--- config.mk ---
export PLATFORM = sky130hd
export DESIGN_NAME = seq_divider
export DESIGN_NICKNAME = d
export VERILOG_FILES = /design/src/rtl/div_pkg.sv /design/src/rtl/div_step.sv /design/src/rtl/seq_divider.sv
export SDC_FILE = /design/constraint.sdc
export NUM_CORES = 1
export LEC_CHECK = 0
export ABC_AREA = 1
export BUFFER_PORTS_ARGS = -buffer_cell sky130_fd_sc_hd__buf_2
export CAP_MARGIN = 20
export CORE_ASPECT_RATIO = 1.2
export CORE_UTILIZATION = 45
export CTS_CLUSTER_SIZE = 16
export DETAILED_ROUTE_END_ITERATION = 10
export HOLD_SLACK_MARGIN = 0.05
export SETUP_SLACK_MARGIN = 0.2
export SYNTH_ARGS = -nofsm -noshare
export SYNTH_HDL_FRONTEND = slang
export SYNTH_SLANG_ARGS = --single-unit
--- constraint.sdc ---
create_clock -name clk -period 5.8 [get_ports clk]
set_clock_uncertainty 0.15 [all_clocks]
set_input_delay 0.58 -clock clk [delete_from_list [all_inputs] [get_ports clk]]
set_output_delay 0.58 -clock clk [all_outputs]
set_load 0.05 [all_outputs]
--- src/rtl/div_pkg.sv ---
// Shared types and helpers for the sequential restoring divider.
// Negation helpers work on a 64-bit carrier, so WIDTH is limited to 64.
package div_pkg;

  typedef enum logic [1:0] {
    IDLE,
    RUN,
    FIN
  } div_state_e;

  localparam int DIV_WIDTH = 32;
  localparam int CNT_W     = $clog2(DIV_WIDTH + 1);
  localparam int MAX_W     = 64;

  function automatic logic [MAX_W-1:0] negate(input logic [MAX_W-1:0] x);
    return ~x + MAX_W'(1);
  endfunction

  function automatic logic [MAX_W-1:0] cond_negate(input logic [MAX_W-1:0] x,
                                                   input logic             neg);
    return neg ? negate(x) : x;
  endfunction

  // Magnitude of a value whose sign the caller has already decoded.
  function automatic logic [MAX_W-1:0] abs_val(input logic [MAX_W-1:0] x,
                                               input logic             is_neg);
    return cond_negate(x, is_neg);
  endfunction

endpackage

--- src/rtl/div_step.sv ---
// One radix-2 restoring iteration: shift {rem,quo} left one bit and
// keep the trial difference when it does not go negative.
module div_step #(
  parameter int WIDTH = 32
) (
  input  logic [WIDTH-1:0] rem,
  input  logic [WIDTH-1:0] quo,
  input  logic [WIDTH-1:0] divisor,
  output logic [WIDTH-1:0] rem_next,
  output logic [WIDTH-1:0] quo_next
);

  logic fits;

  // The shifted partial remainder needs WIDTH+1 bits before the subtract.
  assign fits     = ({rem, quo[WIDTH-1]} >= {1'b0, divisor});
  assign rem_next = fits ? WIDTH'({rem, quo[WIDTH-1]} - {1'b0, divisor})
                         : {rem[WIDTH-2:0], quo[WIDTH-1]};
  assign quo_next = {quo[WIDTH-2:0], fits};

endmodule

--- src/rtl/seq_divider.sv ---
// Multi-cycle signed/unsigned integer divider, one quotient bit per clock.
// Optional DIV_FAST_EXIT_EN skips iteration when |dividend| < |divisor|.
module seq_divider
  import div_pkg::*;
#(
  parameter int WIDTH = DIV_WIDTH
) (
  input  logic             clk,
  input  logic             reset,
  input  logic             start,
  input  logic             is_signed,
  input  logic [WIDTH-1:0] dividend,
  input  logic [WIDTH-1:0] divisor,
  output logic             busy,
  output logic             done,
  output logic [WIDTH-1:0] quotient,
  output logic [WIDTH-1:0] remainder,
  output logic             div_zero
);

  localparam int CNT_BITS = $clog2(WIDTH + 1);

  div_state_e          state_reg, state_next;
  logic [CNT_BITS-1:0] cnt_reg, cnt_next;
  logic [WIDTH-1:0]    rem_reg, rem_next;
  logic [WIDTH-1:0]    quo_reg, quo_next;
  logic [WIDTH-1:0]    dsr_reg, dsr_next;
  logic                neg_q_reg, neg_q_next;
  logic                neg_r_reg, neg_r_next;
  logic                dz_reg, dz_next;
  logic                done_reg, done_next;
  logic                div_zero_reg, div_zero_next;
  logic [WIDTH-1:0]    quotient_reg, quotient_next;
  logic [WIDTH-1:0]    remainder_reg, remainder_next;

  logic             a_neg, b_neg;
  logic [WIDTH-1:0] a_abs, b_abs;
  logic             fast_exit;
  logic [WIDTH-1:0] step_rem, step_quo;

  assign a_neg = is_signed & dividend[WIDTH-1];
  assign b_neg = is_signed & divisor[WIDTH-1];
  assign a_abs = WIDTH'(abs_val(MAX_W'(dividend), a_neg));
  assign b_abs = WIDTH'(abs_val(MAX_W'(divisor), b_neg));

`ifdef DIV_FAST_EXIT_EN
  assign fast_exit = (a_abs < b_abs);
`else
  assign fast_exit = 1'b0;
`endif

  div_step #(
    .WIDTH(WIDTH)
  ) u_step (
    .rem     (rem_reg),
    .quo     (quo_reg),
    .divisor (dsr_reg),
    .rem_next(step_rem),
    .quo_next(step_quo)
  );

  always_comb begin
    state_next     = state_reg;
    cnt_next       = cnt_reg;
    rem_next       = rem_reg;
    quo_next       = quo_reg;
    dsr_next       = dsr_reg;
    neg_q_next     = neg_q_reg;
    neg_r_next     = neg_r_reg;
    dz_next        = dz_reg;
    done_next      = 1'b0;
    div_zero_next  = div_zero_reg;
    quotient_next  = quotient_reg;
    remainder_next = remainder_reg;

    case (state_reg)
      IDLE: begin
        if (start) begin
          cnt_next      = CNT_BITS'(WIDTH);
          dsr_next      = b_abs;
          neg_q_next    = a_neg ^ b_neg;
          neg_r_next    = a_neg;
          div_zero_next = 1'b0;
          dz_next       = 1'b0;
          if (divisor == '0) begin
            // Preload the divide-by-zero results so FIN needs no special case.
            dz_next    = 1'b1;
            rem_next   = dividend;
            quo_next   = '1;
            neg_q_next = 1'b0;
            neg_r_next = 1'b0;
            state_next = FIN;
          end else if (fast_exit) begin
            rem_next   = a_abs;
            quo_next   = '0;
            state_next = FIN;
          end else begin
            rem_next   = '0;
            quo_next   = a_abs;
            state_next = RUN;
          end
        end
      end

      RUN: begin
        rem_next = step_rem;
        quo_next = step_quo;
        cnt_next = cnt_reg - CNT_BITS'(1);
        if (cnt_reg == CNT_BITS'(1)) begin
          state_next = FIN;
        end
      end

      FIN: begin
        quotient_next  = WIDTH'(cond_negate(MAX_W'(quo_reg), neg_q_reg));
        remainder_next = WIDTH'(cond_negate(MAX_W'(rem_reg), neg_r_reg));
        div_zero_next  = dz_reg;
        done_next      = 1'b1;
        state_next     = IDLE;
      end

      default: begin
        state_next = IDLE;
      end
    endcase
  end

  always_ff @(posedge clk or posedge reset) begin
    if (reset) begin
      state_reg     <= IDLE;
      cnt_reg       <= '0;
      rem_reg       <= '0;
      quo_reg       <= '0;
      dsr_reg       <= '0;
      neg_q_reg     <= 1'b0;
      neg_r_reg     <= 1'b0;
      dz_reg        <= 1'b0;
      done_reg      <= 1'b0;
      div_zero_reg  <= 1'b0;
      quotient_reg  <= '0;
      remainder_reg <= '0;
    end else begin
      state_reg     <= state_next;
      cnt_reg       <= cnt_next;
      rem_reg       <= rem_next;
      quo_reg       <= quo_next;
      dsr_reg       <= dsr_next;
      neg_q_reg     <= neg_q_next;
      neg_r_reg     <= neg_r_next;
      dz_reg        <= dz_next;
      done_reg      <= done_next;
      div_zero_reg  <= div_zero_next;
      quotient_reg  <= quotient_next;
      remainder_reg <= remainder_next;
    end
  end

  assign busy      = (state_reg != IDLE);
  assign done      = done_reg;
  assign quotient  = quotient_reg;
  assign remainder = remainder_reg;
  assign div_zero  = div_zero_reg;

endmodule
==> results of run 1 <==
-- tightest hold or removal path: cells and delay by family --
kind | cells | cell delay, ns
buffers and inverters | 3 | 0.79
-- power groups by stage --
| stage | registers (mW) | logic, mW | clock network [mW] |
|---|---|---|---|
| global placement | 2.40 | 7.37 | 0 |
| finish | 2.41 | 7.44 | 1.15 |
| global route | 2.48 | 8.27 | 1.22 |
| floorplan | 2.93 | 4.86 | 0 |
| CTS | 2.40 | 7.42 | 1.18 |
| detailed placement | 2.42 | 7.39 | 0 |
-- cells in the mapped netlist, types with 15 or more instances --
master	count
nand3_1	154
dfrtp_1	173
xnor2_1	19
xor2_1	58
o21ai_0	132
inv_2	15
ha_1	38
nand4_1	27
clkbuf_1	40
nor2_1	213
a21oi_2	28
a21oi_1	90
a31oi_1	19
nand3_2	34
nand3b_1	22
nand2_1	575
inv_1	265
-- layer usage --
metal / global-route usage / vias up / share of wire
met3: 0.0319 / 74 / 0.041
li1: - / 6813 / -
met1: 0.397 / 6404 / 0.43
met2: 0.530 / 352 / 0.49
met4: 0.139 / 0 / 0.043
met5: 0 / - / 0
-- area by class of cell --
class / count / area (um^2)
Tap cell: 390 / 488
Sequential cell: 173 / 4330
Inverter: 282 / 1060
Clock buffer: 18 / 439
Timing Repair Buffer: 145 / 778
Fill cell: 3134 / 14600
Clock inverter: 14 / 141
Multi-Input combinational cell: 1534 / 7980
-- cells by family (layout without fill, tap and decap cells) --
logic type | after synthesis | in the layout | share of synthesized area
AO/OA/AOI/OAI | 309 | 309 | 0.127
XOR/XNOR | 77 | 77 | 0.0491
adder cells (fa/ha/maj) | 39 | 39 | 0.0361
buffers and inverters | 356 | 459 | 0.105
flip-flops | 173 | 173 | 0.315
AND/OR/NAND/NOR | 1109 | 1109 | 0.367
-- metrics by stage --
step,cell area (um^2),hold slack [ns]
detailed placement,14600,0.310
floorplan,13700,0.300
finish,15200,0.217
global placement,14600,0.310
CTS,15200,0.266
global route,15200,0.279
-- worst paths after layout --
kind                            slack (ns)                        to
worst max-delay path                  2.55   rem_reg[30]$_DFFE_PP0P_
worst min-delay path                  0.22  remainder[2]$_DFFE_PP0P_
worst min register to register        0.32  quotient[16]$_DFFE_PP0P_
min in group clk                      0.27    dsr_reg[0]$_DFFE_PP0P_
worst max register to register        2.55   rem_reg[30]$_DFFE_PP0P_
max in group asynchronous             4.53      div_zero$_DFFE_PP0P_
==> key figures, run 1 <==
Floorplanning
  • Die area: approximately 0.031 mm^2
  • Initial Util: 0.461
  • Die Y: 193 um
  • IO Pins: approximately 140
  • Chip width: 161 um
  • Row count: 69
  • Core area: around 0.03 mm^2

Pwr
  • Power per cell area: 723 mW/mm^2
  • Sequential group share of total power: 0.219
  • Max rail drop VDD: 0.000482 V
  • Gate power share: 0.676
  • Lkg Pwr: between 7 and 8 nW
  • Int Power: 4.64 mW
  • Net Sw Frac: 0.578
  • Clk network pwr share: 0.105
  • Total Power: ~11 mW
  • Psw: 6.36 mW

Placement
  • IO buf count: 134
  • Place WS: 2.50 ns
  • Dpl cells: 2523
  • Post-DP HPWL: around 38000 um
  • GP Congestion: 0.941

Synth
  • Ys async rst share: 1.00
  • Average size of a mapped cell: ~6.7 um^2
  • Synthesized flop and latch total: around 170
  • Syn Nets: ~2.2k
  • Synth cell types: 47
  • Sequential element share of the synthesized area: 0.315
  • Largest cells by area after synthesis: dfrtp_1 32%, nand2_1 16%, inv_1 7.2%
  • Mapped Cells: 2063
  • Synth warnings: 0
  • Main synth FF type: dfrtp_1
  • Top cell type's share of synthesized area: 0.315
  • Cell Area, Synth: 0.0137 mm^2
  • Post-synth top area cell: dfrtp_1
  • Post-synth EDFFs: 0

Final layout
  • Share of cells above drive strength 1: 0.145
  • Commonest non-fill, non-tap cell in the layout: nand2_1
  • Antenna Cells: 0
  • Most frequent cells in the layout: 574 x nand2_1, 264 x inv_1, 211 x nor2_1
  • Layout area overhead: 10.8%
  • Final net count: 2260
  • Non-filler cells, final: 2556
  • Layout Utilization: 0.511

Drt
  • DRT iter0 DRCs: between 900 and 1k
  • DRT antenna net count: 0
  • Vias/cell: 5.34
  • Post-DR wirelength/cell: roughly 19 um
  • First drt pass iteration count: 5
  • Drt drc: 0
  • Detailed Route WL: 47500 um
  • Vias: 13.6k

Hold path
  • Min-delay worst type: in2async

Critical path
  • CP max-delay cell: nor2_8
  • Critical Path End Type: flip-flop
  • WP depth: 14
  • CP Data Required Time: 6.03 ns
  • R2R cell count: 14
  • Worst Setup SP: rem_reg[23]$_DFFE_PP0P_
  • Buf/Inv on CP: 2
  • Critical path's top delay family: simple AND/OR/NAND/NOR gates
  • Reg2Reg Launch Point: rem_reg[23]$_DFFE_PP0P_
  • Worst Path Max Fanout: 33
  • Worst stage delay on the critical path: 0.57 ns
  • Classification of the worst setup path: reg2reg
  • Crit-path cells: ha_1 -> nand2_1 -> nand2_1 -> inv_2 -> nand2_1 -> inv_1 -> nand2_1 -> nand2_1 -> nand3_2 -> nor2_8 -> nand2_4 -> nand2_1 -> nand3_1 -> a21oi_2
  • Critical path arrival: 3.48 ns
  • Crit path launch type: flip-flop
  • Crit path top cell by count: nand2_1

Timing
  • Tmin final: approximately 3.2 ns
  • Unrepaired setup endpoints after global routing: no
  • Max Clk Rate: ~300 MHz
  • Max-slew violation count: 0
  • Final hold vios: 0
  • Setup TNS: 0 ns
  • Crit share post-route: 0.560
  • Setup violations, final: 0
  • Worst Setup Slack, final: about 2.6 ns
  • Slew @ Worst Pin: 1.00 ns
  • Max transition margin: 0.333

Flow run
  • Max Cap Viol: 0

Clock tree
  • CTS tree: yes
  • Clock Sinks: 173
  • Post-CTS setup buffer count: 0
  • Post-CTS Hold Buffers: 0
  • Total CTS buffers: 17
  • Max Root-Sink Buffers: 2
  • H-tree depth: 4
  • Clock Latency Late Sink: ~0.45 ns
  • Clock-pin transition on the worst setup and hold timing paths: 0.07 ns
  • CTS Root Cell: clkbuf_16
  • Post_cts resized: 0

Global route
  • Largest net degree at the start of global routing: 174
  • Vias in the first global route: 13.1k
  • Global Route Usage Sum: 0.312
  • First-pass GRT wire length: 74900 um
  • GRT overflow: 0
  • Initial antenna violation count: 0

Status
  • Status: completed
No activity file was read; power rests on OpenSTA's default activity.
==> run 2: changes to the inputs <==
- clock period: 5.8 -> 3.2 ns (I/O delays scaled with it)
==> run 2 against run 1 <==
Net effect:
- flip-flop and latch count unchanged
- global-route usage decreased by 0.53 points
- sequential power rose by 83%
- cell area is 1.1% higher
==> key figures, run 2 (synthesis gave the netlist of run 1 again) <==
Status
  • Status: completed (unchanged)

Drt
  • Post-DR wirelength/cell: 18.3 um (was 18.6 um)
  • Vias: 13.8k (was 13.6k)
  • DRT iter0 DRCs: 1196 (was 978)
  • DRT antenna net count: 0 (unchanged)
  • Vias/cell: 5.37 (was 5.34)
  • First drt pass iteration count: 6 (was 5)
  • Drt drc: 0 (unchanged)
  • Detailed Route WL: 47000 um (was 47500 um)

Global route
  • GRT overflow: 0 (unchanged)
  • Vias in the first global route: 13.3k (was 13.1k)
  • Global Route Usage Sum: 0.306 (was 0.312)
  • Initial antenna violation count: 0 (unchanged)
  • First-pass GRT wire length: 73900 um (was 74900 um)
  • Largest net degree at the start of global routing: 90 (was 174)

Placement
  • GP Congestion: 0.937 (was 0.941)
  • IO buf count: 134 (unchanged)
  • Post-DP HPWL: 37400 um (was 37500 um)

Pwr
  • Psw: 11.4 mW (was 6.36 mW)
  • Sequential group share of total power: 0.220 (was 0.219)
  • Int Power: 8.62 mW (was 4.64 mW)
  • Total Power: 20.0 mW (was 11.0 mW)
  • Clk network pwr share: 0.107 (was 0.105)
  • Max rail drop VDD: 0.000543 V (was 0.000482 V)
  • Lkg Pwr: 7.80 nW (was 7.74 nW)
  • Power per cell area: 1300 mW/mm^2 (was 723 mW/mm^2)
  • Net Sw Frac: 0.570 (was 0.578)
  • Gate power share: 0.674 (was 0.676)

Floorplanning
  • Row count: 69 (unchanged)
  • Core area: 0.0298 mm^2 (unchanged)
  • Die area: 0.0312 mm^2 (unchanged)
  • IO Pins: 135 (unchanged)
  • Initial Util: 0.461 (unchanged)
  • Die Y: 193 um (unchanged)
  • Chip width: 161 um (unchanged)

Critical path
  • CP Data Required Time: 3.37 ns (was 6.03 ns)
  • R2R cell count: 14 (unchanged)
  • Worst Setup EP: rem_reg[3]$_DFFE_PP0P_ (was rem_reg[30]$_DFFE_PP0P_)
  • Reg2Reg Launch Point: rem_reg[23]$_DFFE_PP0P_ (unchanged)
  • WP depth: 14 (unchanged)
  • Buf/Inv on CP: 3 (was 2)
  • Worst R2R Setup Slack: 0.38 ns (was 2.55 ns)
  • Crit path launch type: flip-flop (unchanged)
  • Worst stage delay on the critical path: 0.48 ns (was 0.57 ns)
  • Worst Path Max Fanout: 23 (was 33)
  • Classification of the worst setup path: reg2reg (unchanged)
  • Critical path's top delay family: simple AND/OR/NAND/NOR gates (unchanged)
  • CP max-delay cell: dfrtp_1 (was nor2_8)
  • FF-to-FF End: rem_reg[3]$_DFFE_PP0P_ (was rem_reg[30]$_DFFE_PP0P_)
  • Critical Path End Type: flip-flop (unchanged)
  • Crit-path cells: ha_1 -> nand2_2 -> inv_2 -> nand2_1 -> nand2_1 -> inv_1 -> nand2_1 -> nand2_1 -> nand3_2 -> nor2_8 -> buf_6 -> nand3_2 -> nand3_1 -> a21oi_2 (was ha_1 -> nand2_1 -> nand2_1 -> inv_2 -> nand2_1 -> inv_1 -> nand2_1 -> nand2_1 -> nand3_2 -> nor2_8 -> nand2_4 -> nand2_1 -> nand3_1 -> a21oi_2)
  • Crit path top cell by count: nand2_1 (unchanged)
  • Worst Setup SP: rem_reg[23]$_DFFE_PP0P_ (unchanged)
  • Critical path arrival: 2.99 ns (was 3.48 ns)

Final layout
  • Final net count: 2275 (was 2260)
  • Most frequent cells in the layout: 574 x nand2_1, 264 x inv_1, 211 x nor2_1 (unchanged)
  • Storage cell area: 0.00433 mm^2 (unchanged)
  • FILL cells: 3105 (was 3134)
  • Commonest non-fill, non-tap cell in the layout: nand2_1 (unchanged)
  • Multi-input gate area: 0.00799 mm^2 (was 0.00798 mm^2)
  • Antenna Cells: 0 (unchanged)
  • Layout area overhead: 12.0% (was 10.8%)
  • Share of cells above drive strength 1: 0.148 (was 0.145)

Timing
  • Final hold vios: 0 (unchanged)
  • Max transition margin: 0.411 (was 0.333)
  • Setup TNS: 0 ns (unchanged)
  • Tmin final: 2.82 ns (was 3.25 ns)
  • Max Clk Rate: 355 MHz (was 308 MHz)
  • Slew @ Worst Pin: 0.878 ns (was 1.00 ns)
  • Max-slew violation count: 0 (unchanged)
  • Unrepaired setup endpoints after global routing: no (unchanged)
  • Crit share post-route: 0.881 (was 0.560)
  • Setup violations, final: 0 (unchanged)

Clock tree
  • CTS Root Cell: clkbuf_16 (unchanged)
  • CTS tree: yes (unchanged)
  • Post-CTS setup buffer count: 0 (unchanged)
  • H-tree depth: 4 (unchanged)
  • Clock Sinks: 173 (unchanged)
  • Clock-pin transition on the worst setup and hold timing paths: 0.07 ns (about the same)
  • Total CTS buffers: 17 (unchanged)
  • Max Root-Sink Buffers: 2 (unchanged)
  • Clock Latency Late Sink: 0.45 ns (about the same)

Hold path
  • Min-delay worst type: in2reg (was in2async)

Flow run
  • Max Cap Viol: 0 (unchanged)
[run 2: changes by cell type in the layout (fill, tap and decap cells not counted), moves of 2 or more]
| cell | previous run | this run |
|---|---|---|
| clkinvlp_4 | 0 | 5 |
| buf_4 | 9 | 18 |
| clkinv_8 | 2 | 0 |
| inv_6 | 8 | 2 |
| bufinv_16 | 0 | 2 |
| clkbuf_1 | 0 | 2 |
| buf_12 | 2 | 4 |
| inv_8 | 3 | 1 |
| dlygate4sd3_1 | 0 | 3 |
[run 2: per-layer routing]
metal | GRT usage | wire length, um | up-vias
li1 | - | - | 6819
met1 | 0.379 | 19800 | 6528
met2 | 0.541 | 23500 | 388
met3 | 0.0283 | 1960 | 79
met4 | 0.128 | 1730 | 0
met5 | 0 | 0 | -
[run 2: metrics by stage]
step / setup WS, ns / util / cell area [um^2] / instances / hold slack (ns)
finish: 0.380 / 0.516 / 15400 / 2571 / 0.0641
global route: 0.260 / 0.516 / 15400 / 2571 / 0.0703
CTS: 0.356 / 0.516 / 15400 / 2571 / 0.0523
detailed placement: 0.380 / 0.495 / 14700 / 2536 / 0.269
global placement: 0.365 / 0.495 / 14700 / 2536 / 0.272
floorplan: 0.519 / - / 13700 / 2063 / 0.300
[run 2: worst min path at each step]
stage                             startpoint                       end  slack (ns)  cells after the start
after floorplan           dz_reg$_DFFE_PP0P_      div_zero$_DFFE_PP0P_        0.30                      2
after CTS                         divisor[3]    dsr_reg[3]$_DFFE_PP0P_        0.05                      3
after detailed placement               reset  remainder[9]$_DFFE_PP0P_        0.27                      2
after global routing             divisor[23]   dsr_reg[23]$_DFFE_PP0P_        0.07                      3
after global placement                 reset  remainder[9]$_DFFE_PP0P_        0.27                      2
final                            divisor[23]   dsr_reg[23]$_DFFE_PP0P_        0.06                      3
[run 2: power groups by stage]
| stage | logic [mW] | clock network, mW | registers [mW] |
|---|---|---|---|
| floorplan | 8.81 | 0 | 5.31 |
| global placement | 13.3 | 0 | 4.38 |
| detailed placement | 13.4 | 0 | 4.42 |
| CTS | 13.4 | 2.16 | 4.38 |
| global route | 15.0 | 2.23 | 4.51 |
| finish | 13.5 | 2.13 | 4.40 |
[run 2: cell type report]
cell class | count | share of cell area
Inverter | 282 | 0.0691
Clock buffer | 20 | 0.0291
Sequential cell | 173 | 0.282
Tap cell | 390 | 0.0317
Clock inverter | 12 | 0.00895
Multi-Input combinational cell | 1534 | 0.519
Timing Repair Buffer | 160 | 0.0603
[run 2: repair_timing]
action,4_1_cts,5_1_grt
gates resized for setup,0,2
endpoints found under the setup margin,0,1
hold buffers,3,0
endpoints found under the hold margin,22,0
[run 2: worst min-delay path, delay by kind of cell]
kind                      cells  cell delay (ns)
AOI/OAI and AO/OA             1             0.13
xor gates and xnor gates      1             0.06
buffers and inverters         1             0.11
==> run 3: changes to the inputs <==
- SLEW_MARGIN: unset -> 5
- clock period: 3.2 -> 3.4 ns (I/O delays scaled with it)
==> run 3 against run 2 <==
Net effect:
- flip-flop and latch count stayed put
- fmax is 3.3% lower
- largest cell class unchanged
- critical path type unchanged
- critical endpoint is now rem_reg[8]$_DFFE_PP0P_
- die area stayed put
- register-to-register slack better by 0.10 ns
==> key figures, run 3 (synthesis gave the netlist of run 1 again) <==
Critical path
  • Crit path top cell by count: nand2_1 (unchanged)
  • Worst stage delay on the critical path: 0.53 ns (was 0.48 ns)
  • Worst Path Max Fanout: 19 (was 23)
  • Classification of the worst setup path: reg2reg (unchanged)
  • CP Data Required Time: 3.58 ns (was 3.37 ns)
  • WP depth: 14 (unchanged)
  • Buf/Inv on CP: 3 (unchanged)
  • R2R cell count: 14 (unchanged)
  • Critical path's top delay family: simple AND/OR/NAND/NOR gates (unchanged)
  • CP max-delay cell: dfrtp_1 (unchanged)
  • Crit path launch type: flip-flop (unchanged)
  • Critical Path End Type: flip-flop (unchanged)
  • Crit-path cells: ha_1 -> nand2_2 -> inv_2 -> nand2_1 -> nand2_1 -> inv_1 -> nand2_1 -> nand2_1 -> nand3_2 -> nor2_8 -> buf_4 -> nand3_2 -> nand3_1 -> a21oi_2 (was ha_1 -> nand2_2 -> inv_2 -> nand2_1 -> nand2_1 -> inv_1 -> nand2_1 -> nand2_1 -> nand3_2 -> nor2_8 -> buf_6 -> nand3_2 -> nand3_1 -> a21oi_2)
  • Critical path arrival: 3.10 ns (was 2.99 ns)

Drt
  • Vias/cell: 5.35 (was 5.37)
  • First drt pass iteration count: 5 (was 6)
  • DRT iter0 DRCs: 941 (was 1196)
  • Vias: 13.7k (was 13.8k)
  • DRT antenna net count: 0 (unchanged)
  • Detailed Route WL: 46500 um (was 47000 um)
  • Post-DR wirelength/cell: 18.1 um (was 18.3 um)
  • Drt drc: 0 (unchanged)

Clock tree
  • CTS Root Cell: clkbuf_16 (unchanged)
  • Max Root-Sink Buffers: 2 (unchanged)
  • Clock Sinks: 173 (unchanged)
  • H-tree depth: 4 (unchanged)
  • CTS tree: yes (unchanged)
  • Clock Latency Late Sink: 0.45 ns (about the same)
  • Total CTS buffers: 17 (unchanged)
  • Clock-pin transition on the worst setup and hold timing paths: 0.07 ns (about the same)
  • Post-CTS setup buffer count: 0 (unchanged)

Floorplanning
  • Row count: 69 (unchanged)
  • IO Pins: 135 (unchanged)
  • Die area: 0.0312 mm^2 (unchanged)
  • Die Y: 193 um (unchanged)
  • Chip width: 161 um (unchanged)
  • Core area: 0.0298 mm^2 (unchanged)
  • Initial Util: 0.461 (unchanged)

Global route
  • First-pass GRT wire length: 73400 um (was 73900 um)
  • Global Route Usage Sum: 0.304 (was 0.306)
  • GRT overflow: 0 (unchanged)
  • Vias in the first global route: 13.3k (about the same)
  • Initial antenna violation count: 0 (unchanged)
  • Largest net degree at the start of global routing: 96 (was 90)

Flow run
  • Max Cap Viol: 0 (unchanged)

Hold path
  • Hold path depth: 3 (unchanged)
  • Min-delay worst type: in2reg (unchanged)

Timing
  • Final hold vios: 0 (unchanged)
  • Setup violations, final: 0 (unchanged)
  • Crit share post-route: 0.858 (was 0.881)
  • Max-slew violation count: 0 (unchanged)
  • Max transition margin: 0.434 (was 0.411)
  • Unrepaired setup endpoints after global routing: no (unchanged)
  • Max Clk Rate: 343 MHz (was 355 MHz)
  • Tmin final: 2.92 ns (was 2.82 ns)
  • Setup TNS: 0 ns (unchanged)
  • Slew @ Worst Pin: 0.849 ns (was 0.878 ns)

Pwr
  • Lkg Pwr: 7.78 nW (was 7.80 nW)
  • Power per cell area: 1220 mW/mm^2 (was 1300 mW/mm^2)
  • Max rail drop VDD: 0.000494 V (was 0.000543 V)
  • Total Power: 18.7 mW (was 20.0 mW)

Placement
  • Post-DP HPWL: 36800 um (was 37400 um)
  • GP Congestion: 0.991 (was 0.937)
  • IO buf count: 134 (unchanged)

Final layout
  • Storage cell area: 0.00433 mm^2 (unchanged)
  • Most frequent cells in the layout: 574 x nand2_1, 264 x inv_1, 211 x nor2_1 (unchanged)
  • FILL cells: 3081 (was 3105)
  • Share of cells above drive strength 1: 0.148 (about the same)
  • Commonest non-fill, non-tap cell in the layout: nand2_1 (unchanged)
  • Antenna Cells: 0 (unchanged)
  • Layout Utilization: 0.514 (was 0.516)
  • Layout area overhead: 11.5% (was 12.0%)
  • Final net count: 2271 (was 2275)
  • Multi-input gate area: 0.00798 mm^2 (was 0.00799 mm^2)

Status
  • Status: completed (unchanged)
-- run 3: layout make-up --
class                   instances  share of cell area
clock buffers                  18              0.0287
inverters                     282              0.0694
flip-flops and latches        173               0.283
well taps                     390              0.0319
repair buffers                156              0.0582
clock inverters                14             0.00850
multi-input cells            1534               0.521
-- run 3: per-layer routing --
layer  global-route usage  up-vias  part of all wire
met3               0.0326       67             0.048
li1                     -     6833                 -
met4                0.114        0             0.033
met2                0.532      417              0.50
met5                    0        -                 0
met1                0.381     6420              0.42
-- run 3: path summary, 6_finish.rpt --
path | startpoint | end | slack (ns)
max | rem_reg[22]$_DFFE_PP0P_ | rem_reg[8]$_DFFE_PP0P_ | 0.48
min | divisor[31] | dsr_reg[31]$_DFFE_PP0P_ | 0.05
max reg2reg | rem_reg[22]$_DFFE_PP0P_ | rem_reg[8]$_DFFE_PP0P_ | 0.48
min reg2reg | quotient[24]$_DFFE_PP0P_ | quotient[24]$_DFFE_PP0P_ | 0.32
max in group asynchronous | reset | dsr_reg[1]$_DFFE_PP0P_ | 1.93
min in group asynchronous | reset | quotient[3]$_DFFE_PP0P_ | 0.27
-- run 3: report_power, final --
| group | leakage [nW] | switching [mW] | total [mW] | internal [mW] |
|---|---|---|---|---|
| sequential | 2.11 | 1.02 | 4.10 | 3.08 |
| combinational | 5.39 | 8.77 | 12.7 | 3.89 |
| clock | 0.272 | 0.973 | 1.96 | 0.986 |
-- run 3: tightest hold or removal path: cells and delay by family --
kind                   cells  cell delay [ns]
buffers and inverters      1             0.10
and+or+nand+nor            1             0.09
AOI/OAI and AO/OA          1             0.08
-- run 3: repair_timing --
action                                 in CTS  in global routing
gates resized for setup                     0                  0
endpoints found under the hold margin      15                  0
hold buffers                                2                  0
-- run 3: stage by stage --
stage	cells	hold WS, ns	area [um^2]	worst slack [ns]
floorplan	2063	0.300	13700	0.699
detailed placement	2533	0.203	14700	0.526
global placement	2533	0.202	14700	0.510
global route	2567	0.0798	15300	0.259
CTS	2567	0.0664	15300	0.501
finish	2567	0.0485	15300	0.483
